==> src/rtl/fx_mode_sync.sv <==
// Pixel-bus delay line plus frame-synchronous effect-mode controller for the false-colour stage.
// Mode changes only land on a VSync leading edge, so a frame never switches colour part-way.
module fx_mode_sync #(
    parameter int PIPE_STAGES = 2,
    parameter bit SYNC_POL    = 1'b1,
    parameter int AUTO_FRAMES = 60,
    parameter int MAX_MODE    = 1,
    parameter int RESET_MODE  = 0
) (
    input  logic        PixelClk,
    input  logic        aRst,
    input  logic [23:0] vid_pData_in,
    input  logic        vid_pVDE_in,
    input  logic        vid_pHSync_in,
    input  logic        vid_pVSync_in,
    input  logic [2:0]  mode_req,
    input  logic        mode_req_valid,
    input  logic        auto_en,
    output logic [23:0] vid_pData_out,
    output logic        vid_pVDE_out,
    output logic        vid_pHSync_out,
    output logic        vid_pVSync_out,
    output logic [2:0]  mode_out,
    output logic        mode_pending,
    output logic        mode_ack
);

    localparam int               CNT_W     = $clog2(AUTO_FRAMES + 1);
    localparam logic [CNT_W-1:0] CNT_LAST  = CNT_W'(AUTO_FRAMES - 1);
    localparam logic [2:0]       MODE_MAX  = 3'(MAX_MODE);
    localparam logic [2:0]       MODE_RST  = 3'(RESET_MODE);
    localparam logic             SYNC_IDLE = ~SYNC_POL;
    localparam logic [26:0]      PIPE_RST  = {24'd0, 1'b0, SYNC_IDLE, SYNC_IDLE};

    // Each stage carries {data, vde, hsync, vsync} so all four stay aligned.
    logic [26:0] pipe_q [PIPE_STAGES];
    logic [26:0] pipe_d [PIPE_STAGES];

    always_comb begin
        pipe_d[0] = {vid_pData_in, vid_pVDE_in, vid_pHSync_in, vid_pVSync_in};
        for (int i = 1; i < PIPE_STAGES; i++) begin
            pipe_d[i] = pipe_q[i-1];
        end
    end

    always_ff @(posedge PixelClk or posedge aRst) begin
        if (aRst) begin
            for (int i = 0; i < PIPE_STAGES; i++) begin
                pipe_q[i] <= PIPE_RST;
            end
        end else begin
            for (int i = 0; i < PIPE_STAGES; i++) begin
                pipe_q[i] <= pipe_d[i];
            end
        end
    end

    assign {vid_pData_out, vid_pVDE_out, vid_pHSync_out, vid_pVSync_out} = pipe_q[PIPE_STAGES-1];

    logic             vs_prev_q,   vs_prev_d;
    logic [2:0]       mode_q,      mode_d;
    logic [2:0]       pend_mode_q, pend_mode_d;
    logic             pending_q,   pending_d;
    logic             ack_q,       ack_d;
    logic [CNT_W-1:0] cnt_q,       cnt_d;
    logic             frame_start;

    assign frame_start = (vid_pVSync_in == SYNC_POL) && (vs_prev_q != SYNC_POL);

    always_comb begin
        vs_prev_d   = vid_pVSync_in;
        mode_d      = mode_q;
        pend_mode_d = pend_mode_q;
        pending_d   = pending_q;
        ack_d       = 1'b0;
        cnt_d       = cnt_q;

        if (mode_req_valid) begin
            pend_mode_d = mode_req;
            pending_d   = 1'b1;
        end

        // A strobe coinciding with frame start bypasses the pending slot entirely.
        if (frame_start) begin
            if (mode_req_valid) begin
                mode_d    = mode_req;
                pending_d = 1'b0;
                cnt_d     = '0;
                ack_d     = 1'b1;
            end else if (pending_q) begin
                mode_d    = pend_mode_q;
                pending_d = 1'b0;
                cnt_d     = '0;
                ack_d     = 1'b1;
            end else if (auto_en) begin
                if (cnt_q == CNT_LAST) begin
                    cnt_d  = '0;
                    mode_d = (mode_q >= MODE_MAX) ? 3'd0 : mode_q + 3'd1;
                    ack_d  = 1'b1;
                end else begin
                    cnt_d = cnt_q + CNT_W'(1);
                end
            end
        end

        if (!auto_en) begin
            cnt_d = '0;
        end
    end

    always_ff @(posedge PixelClk or posedge aRst) begin
        if (aRst) begin
            vs_prev_q   <= SYNC_IDLE;
            mode_q      <= MODE_RST;
            pend_mode_q <= 3'd0;
            pending_q   <= 1'b0;
            ack_q       <= 1'b0;
            cnt_q       <= '0;
        end else begin
            vs_prev_q   <= vs_prev_d;
            mode_q      <= mode_d;
            pend_mode_q <= pend_mode_d;
            pending_q   <= pending_d;
            ack_q       <= ack_d;
            cnt_q       <= cnt_d;
        end
    end

    assign mode_out     = mode_q;
    assign mode_pending = pending_q;
    assign mode_ack     = ack_q;

endmodule

==> config.mk <==
export PLATFORM = sky130hd
export DESIGN_NAME = fx_mode_sync
export DESIGN_NICKNAME = d
export VERILOG_FILES = /design/src/rtl/fx_mode_sync.sv
export SDC_FILE = /design/constraint.sdc
export NUM_CORES = 1
export LEC_CHECK = 0
export CAP_MARGIN = 20
export CORE_UTILIZATION = 42
export CTS_BUF_LIST = sky130_fd_sc_hd__clkbuf_4
export DETAILED_ROUTE_END_ITERATION = 10
export HOLD_SLACK_MARGIN = 0.08
export PLACE_DENSITY = 0.82
export SYNTH_ARGS = -nofsm -noshare
export SYNTH_HDL_FRONTEND = slang
export SYNTH_SLANG_ARGS = --single-unit
==> constraint.sdc <==
create_clock -name PixelClk -period 2.2 [get_ports PixelClk]
set_input_delay 0.44 -clock PixelClk [delete_from_list [all_inputs] [get_ports PixelClk]]
set_output_delay 0.44 -clock PixelClk [all_outputs]
set_load 0.1 [all_outputs]
## Word level (Yosys, flattened, before mapping)

Index checks and enable logic that the tools add are counted.

| cells by class | value |
|---|---|
| $add $sub $neg | 2 |
| order comparisons | 1 |
| eq/ne operators | 2 |
| multiplexer cells | 19 |
| bitwise gates (word level) | 1 |
| reductions and logical operators | 4 |

Operators with widths:

| kind | number |
|---|---|
| 6-bit 2-to-1 mux | 5 |
| 3-bit 2-to-1 mux | 5 |
| 1-bit 2-to-1 mux | 9 |
| 6-bit by 1-bit adder with 6-bit output, second input constant | 1 |
| 6-bit == test, second input constant | 1 |
| 3-bit nonzero test | 2 |
| 3-bit by 1-bit adder with 3-bit output, second input constant | 1 |
| 3-bit by 1-bit greater-or-equal comparator with 1-bit output, second input constant | 1 |
| 3-bit AND reduction | 1 |
| 2-bit by 1-bit inequality test with 1-bit output, second input constant | 1 |
| 1-bit logical AND | 1 |
| 1-bit NOT | 1 |

| storage, ports and cells | value |
|---|---|
| flip-flop bits (word level) | 69 |
| input port bits | 34 |
| output and inout port bits | 32 |
| word-level logic and storage cells | 37 |

## Longest topological paths before layout

Gate-level depths: netlist of run 1.

| depth | value |
|---|---|
| word-level depth | 6 |
| gate-level depth with buffers | 5 |
| gate-level depth less buffers | 5 |

## Worst setup path before layout of run 1

OpenSTA, ideal clock, no wires.

| timing path | value |
|---|---|
| path type | reg2reg |
| from | register pending_q (netlist: mode_pending) |
| to | register mode_q[1] (netlist: mode_out[1]) |
| setup time | 126 ps |
| data arrival time | 1740 ps |
| data required time | 2074 ps |
| path slack | 334 ps |
| stages on the path, launching flop included | 5 |
| path buffers | 0 |
| period minus slack after synthesis | 1866 ps |
| path through | dfrtp_1 -> nor2_8 -> nor2_1 -> a31oi_2 -> mux2_2 |

| between the ends | value |
|---|---|
| longest elaborated chain between the ends | 2 |
| elaborated cells on any way between the ends | 5 |
| those cells by class | mux (2); reduce/logical (3) |

RTL lines:

| what | RTL line | RTL |
|---|---|---|
| from (decl) | 63 | `logic pending_q, pending_d;` |
| from (signal assigned) | 123 | `pending_q <= pending_d;` |
| 3-bit nonzero test (no line) or 3-bit 2-to-1 mux (tied branches) | - |  |
| 3-bit AND reduction (no line) or 3-bit 2-to-1 mux (tied branches) | - |  |
| to (signal assigned) | 121 | `mode_q <= mode_d;` |
| to (decl) | 61 | `logic [2:0] mode_q, mode_d;` |

Several ways; a longest one is shown, not always the timed one.
A chain may end at the register's enable or synchronous reset.

## Final worst setup path of run 1

| timing path | value |
|---|---|
| from | register pending_q (netlist: mode_pending) |
| to | output port mode_pending |

RTL lines:

| what | RTL line | RTL |
|---|---|---|
| to (decl) | 24 | `output logic mode_pending,` |

No word-level cell between the ends.

==> results of run 1 <==
-- registers in the layout, summed over array words and instances, names as in the netlist --
signal and cells:
vid_pData_out 24, mode_out 3, pend_mode_q 3, mode_ack 1, vid_pVSync_out 1, pipe_d 27
vid_pVDE_out 1, mode_pending 1, cnt_q 6, vid_pHSync_out 1
-- cell type report --
cell class,count,area share [%]
repair buffers,68,21.11
multi-input cells,50,12.43
well taps,67,2.922
flip-flops and latches,68,59.31
inverters,4,0.5233
clock inverters,6,1.090
clock buffers,10,2.617
-- metrics by stage --
stage               std cells  cell area, um^2  power (W)  setup WS, ps  utilization (%)
floorplan                 123             2085   0.001724         48.49                -
global placement          257             2763   0.001875         260.5            58.11
detailed placement        257             2763   0.001882         237.5            58.11
CTS                       273             2869   0.002521         396.2            60.34
global route              273             2869   0.002598         347.8            60.34
finish                    273             2869   0.002479         430.6            60.34
-- layout by cell type, fill, tap and decap left out, drive strengths merged --
cell type | Yosys | routed
nor3 | 2 | 2
clkinv | 0 | 4
a21oi | 2 | 2
o31a | 1 | 1
nand2 | 8 | 8
or4b | 1 | 1
o21ai | 5 | 5
nand3b | 1 | 1
clkinvlp | 0 | 2
a21boi | 3 | 3
o32a | 1 | 1
dfrtp | 68 | 68
nor2b | 1 | 1
nor4 | 3 | 3
nand2b | 1 | 1
nand4 | 1 | 1
a31oi | 1 | 1
inv | 4 | 4
o31ai | 1 | 1
buf | 1 | 35
mux2 | 3 | 3
o2111ai | 1 | 1
nand3 | 3 | 3
o211ai | 1 | 1
and2b | 1 | 1
o21a | 1 | 1
a22o | 1 | 1
ha | 1 | 1
clkdlybuf4s50 | 0 | 33
nor2 | 4 | 4
and2 | 2 | 2
clkbuf | 0 | 10
-- routing by layer --
metal | track usage (%) | wire (um) | up-vias
li1 | - | - | 578
met1 | 18.84 | 1519 | 579
met2 | 21.91 | 1590 | 67
met3 | 6.389 | 377 | 8
met4 | 11.33 | 74 | 0
met5 | 0 | 0 | -
-- synth_stat cells --
cell / instances / area [um^2]
a21boi_0: 2 / 15.01
o31ai_1: 1 / 7.510
o32a_2: 1 / 11.26
o21ai_0: 5 / 25.02
a21oi_1: 2 / 10.01
nor3_1: 2 / 10.01
o21a_1: 1 / 7.510
dfrtp_1: 68 / 1702
a22o_1: 1 / 8.760
nor4_1: 3 / 18.77
o31a_1: 1 / 8.760
ha_1: 1 / 12.51
nand3b_1: 1 / 7.510
nand4_2: 1 / 12.51
nor2_2: 1 / 6.260
nand3_1: 3 / 15.01
nand2b_1: 1 / 6.260
mux2_2: 3 / 33.78
a31oi_2: 1 / 12.51
and2b_4: 1 / 10.01
or4b_1: 1 / 10.01
nor2_8: 1 / 20.02
o2111ai_1: 1 / 8.760
nand2_1: 7 / 26.28
nor2b_1: 1 / 6.260
a21boi_1: 1 / 7.510
nand2_4: 1 / 11.26
o211ai_1: 1 / 7.510
nor2_1: 2 / 7.510
and2_1: 2 / 12.51
buf_6: 1 / 11.26
inv_1: 4 / 15.01
-- final timing paths --
check | from | endpoint | slack (ps) | depth (start not counted)
setup / recovery | mode_pending | mode_pending | 430 | 1
hold / removal | aRst | mode_out[0] | 360 | 2
setup reg to reg | cnt_q[0] | mode_out[0] | 530 | 5
hold reg to reg | pipe_d[22] | vid_pData_out[19] | 360 | 0
max in group asynchronous | aRst | vid_pData_out[2] | 1240 | 3
min in group PixelClk | pipe_d[22] | vid_pData_out[19] | 360 | 0
-- kinds of logic (layout without fill, tap and decap cells) --
logic type / after synthesis / after routing / synth area share (%)
flip-flops: 68 / 68 / 81.63
multiplexers: 3 / 3 / 1.621
AND/OR/NAND/NOR: 28 / 28 / 8.644
AO/OA/AOI/OAI: 18 / 18 / 6.243
buffers and inverters: 5 / 88 / 1.260
adder cells (fa/ha/maj): 1 / 1 / 0.6001
-- power by group through the flow --
stage	registers, W	clock network, W	logic (W)
finish	0.00135	0.000625	0.000504
global route	0.00136	0.000718	0.000523
CTS	0.00135	0.000662	0.000508
detailed placement	0.00138	0	0.000507
global placement	0.00137	0	0.000503
floorplan	0.00166	0	0.0000600
==> out/metrics.cfg, run 1 <==
[status]
status=completed

[placement]
port_buffers=65
place_congestion=0.8502
hpwl_um=2525

[floorplan]
initial_utilization_pct=43.84
die_height_um=72.45
ios=66
rows=25
dieArea_mm2=0.005249
die_x_um=72.45
coreArea_mm2=0.004755

[detailed_routing]
avgViaCountPerCell=4.513
antenna_left=0
drt-pass1-iter-count=4
drtIter0Drc=57
routed_wl_um=3562
drc=0
wl_per_cell_um=13.05
vias=1232

[power]
powerDensity_mw_per_mm2=864.0
power_frac_comb_pct=20.3
p_sw_w=0.0007983
leakage_nw=1.316
internal_power_w=0.001680
p_seq_share_pct=54.4
power_frac_clock_pct=25.2
swShare_pct=32.21
peakVddDrop_mv=0.3031

[timing]
rsz0062_at_grt=no
fin_crit_sh_pct=80.43
clock_skew_ps=9.185
relSlewSlack_pct=71.66
setup_violations=0
fin_tns_setup_ps=0
slew_viol_final=0
hold_violations=0
max_freq_mhz=565.2
hold_ws_ps=356.1
worstMarginPinSlew_ps=424.5
min_period_ps=1769

[clock_network]
clk_path_buf_depth=2
insertion_delay_ps=390
cts_tree=done
numCtsBuffers=9
clock-root-buffer=clkbuf_4
path_clk_slew_ps=100
cts_resized=0
cts.sinks=68
postCtsSetupRepairBufs=0
ctsHoldBuffers=0
htreeDepth=3

[setup_path]
worstSetupPathType=flop to primary output
arrival_ps=1330
cp_top_family=flip-flops
start_kind=flop
cp.buffers_inverters=1
required_ps=1760
crit_slowest_cell=dfrtp_1
crit_chain=buf_4
end_kind=primary output
max_stage_delay_ps=570
crit_fanout=7

[final_layout]
layout.area.seq_mm2=0.001702
drive_above_1_share_pct=28.64
insertedDiodeCount=0
fillers=358
synthToLayoutAreaGrowth_pct=37.63
fin_nets=236
multiInputGateArea_um2=356.6

[synth]
synth_fp_nets=158
netlist_instances=123
syn_area_mm2=0.002084
synth-seq-area-share_pct=81.63
synth_area_per_cell_um2=16.95
yosysWarnings=0
ys_types=32
yosys_register_bits=68

[global_route]
grt_pass1_wl_um=5678
grt_max_degree=31
grt_antenna_before_repair=0
track_usage_pct=15.42
first_global_vias=1214
grt_overflow=0

[run]
drv_cap=0

[min_path]
hp-class=input pin to asynchronous set/reset pin

Note: power is estimated with default switching activity, not from simulation.
==> run 2: changes to the inputs <==
--- a/config.mk
+++ b/config.mk
@@ -6,11 +6,11 @@
 export NUM_CORES = 1
 export LEC_CHECK = 0
 export CAP_MARGIN = 20
-export CORE_UTILIZATION = 42
+export CORE_UTILIZATION = 47
 export CTS_BUF_LIST = sky130_fd_sc_hd__clkbuf_4
 export DETAILED_ROUTE_END_ITERATION = 10
 export HOLD_SLACK_MARGIN = 0.08
-export PLACE_DENSITY = 0.82
+export PLACE_DENSITY = 0.87
 export SYNTH_ARGS = -nofsm -noshare
 export SYNTH_HDL_FRONTEND = slang
 export SYNTH_SLANG_ARGS = --single-unit
==> constraint.sdc (replaced) <==
create_clock -name PixelClk -period 1.65 [get_ports PixelClk]
set_input_delay 0.33 -clock PixelClk [delete_from_list [all_inputs] [get_ports PixelClk]]
set_output_delay 0.33 -clock PixelClk [all_outputs]
set_load 0.1 [all_outputs]
==> run 2 against run 1 <==
  * Flip-flop and latch count did not move
  * Critical path depth grew 4
  * Largest cell class unchanged
  * Sequential power rose by 36%
  * Clock skew grew 6.9 ps
  * First-iteration DRC count grew 19%
  * Register-to-register slack got worse by 480 ps
  * Total power increased by 50%
  * Count of clock-buffer cells in the layout did not move
  * Die area down 10%
==> out/metrics.cfg, run 2 (synthesis gave the netlist of run 1 again) <==
[setup_path]
max_stage_delay_ps=520
required_ps=1980
end_kind=flop
cp.buffers_inverters=0
crit_chain=ha_1 -> nand4_2 -> nor2_4 -> or4b_1 -> a21boi_1
crit_slowest_cell=or4b_1
arrival_ps=1930
crit_fanout=5
start_kind=flop
cp_top_family=simple AND/OR/NAND/NOR gates
worstSetupPathType=flop to flop

[final_layout]
fin_nets=245
synthToLayoutAreaGrowth_pct=61.16
layout_common_cells=dfrtp_1 (67), clkdlybuf4s50_1 (33), buf_12 (33)
final_common_cell=dfrtp_1
insertedDiodeCount=0
instances_no_fill=265
final_util_pct=81.64
largest_reg_flops=27
drive_above_1_share_pct=33.49

[floorplan]
die_height_um=68.60
rows=23
ios=66
coreArea_mm2=0.004115
dieArea_mm2=0.004705
initial_utilization_pct=50.65
die_x_um=68.60

[status]
status=completed

[clock_network]
htreeDepth=3
insertion_delay_ps=400
path_clk_slew_ps=120
cts_tree=done
clk_path_buf_depth=2
ctsHoldBuffers=0
cts.sinks=68
clock-root-buffer=clkbuf_4
numCtsBuffers=9

[power]
leakage_nw=1.510
peakVddDrop_mv=0.5916
powerDensity_mw_per_mm2=1110

[detailed_routing]
drc=0
wl_per_cell_um=17.20
antenna_left=0
avgViaCountPerCell=4.947
vias=1311
drtIter0Drc=68
drt-pass1-iter-count=4
routed_wl_um=4559

[timing]
max_freq_mhz=623.2
min_period_ps=1605
fin_crit_sh_pct=97.25
rsz0062_at_grt=no
setup_violations=0
slew_viol_final=0
worstMarginPinSlew_ps=307.9
hold_ws_ps=333.1
hold_violations=0
relSlewSlack_pct=79.47
clock_skew_ps=16.13

[global_route]
grt_pass1_wl_um=7065
grt_antenna_before_repair=0
first_global_vias=1381
track_usage_pct=22.62
grt_overflow=0
grt_max_degree=45

[placement]
port_buffers=65
place_congestion=0.9629
dpl.cell_count=248
hpwl_um=3139

[run]
drv_cap=0

[min_path]
hp-class=input pin to asynchronous set/reset pin

==> run 2: routing by layer <==
metal / vias to the layer above / share of wire [%] / track usage (%)
li1: 596 / - / -
met2: 63 / 50 / 36.64
met3: 8 / 6.8 / 6.579
met4: 0 / 1.5 / 10.16
met1: 644 / 42 / 28.15
met5: - / 0 / 0
==> run 2: worst paths after layout <==
check                            startpoint                to  slack, ps  depth (start not counted)
max                                cnt_q[0]          cnt_q[2]         50                          5
min                                    aRst         pipe_d[1]        330                          3
max reg2reg                        cnt_q[0]          cnt_q[2]         50                          5
min reg2reg                      pipe_d[11]  vid_pData_out[8]        360                          0
max in group asynchronous              aRst      mode_pending       1000                          3
min in group PixelClk      vid_pData_in[16]        pipe_d[19]        350                          1
==> run 2: where the power goes <==
group	internal, W	leakage, nW	switching (W)
Clock	0.000475	0.0646	0.000589
Sequential	0.00176	0.810	0.0000770
Combinational	0.000321	0.636	0.000507
Total	0.00256	1.51	0.00117
==> run 2: area by class of cell <==
class	instances	area (um^2)
sequential	68	1703
multi-input combinational	50	361.6
fill	195	755.7
inverter	4	18.77
clock buffer	10	75.07
tap	50	62.56
clock inverter	6	65.06
timing repair buffer	77	1074
==> run 2: repair_timing <==
item                                    in CTS  in global routing
resized for setup                            1                  0
setup buffers                                1                  0
endpoints found under the setup margin       2                  0
==> run 2: worst register-to-register path: stages, from the launching register on <==
cell and delay [ps]:
dfrtp_1 410, ha_1 230, nand4_2 140, nor2_4 60, or4b_1 520, a21boi_1 170
==> run 2: metrics by stage <==
stage	setup WS, ps	total power, W	setup TNS (ps)	cell area [um^2]
after global routing	21.19	0.003870	0	3359
after global placement	-101.5	0.002677	-402.0	3207
after CTS	27.63	0.003775	0	3359
final	45.32	0.003729	0	3359
after floorplan	17.81	0.002300	0	2090
after detailed placement	-170.4	0.002699	-706.2	3207
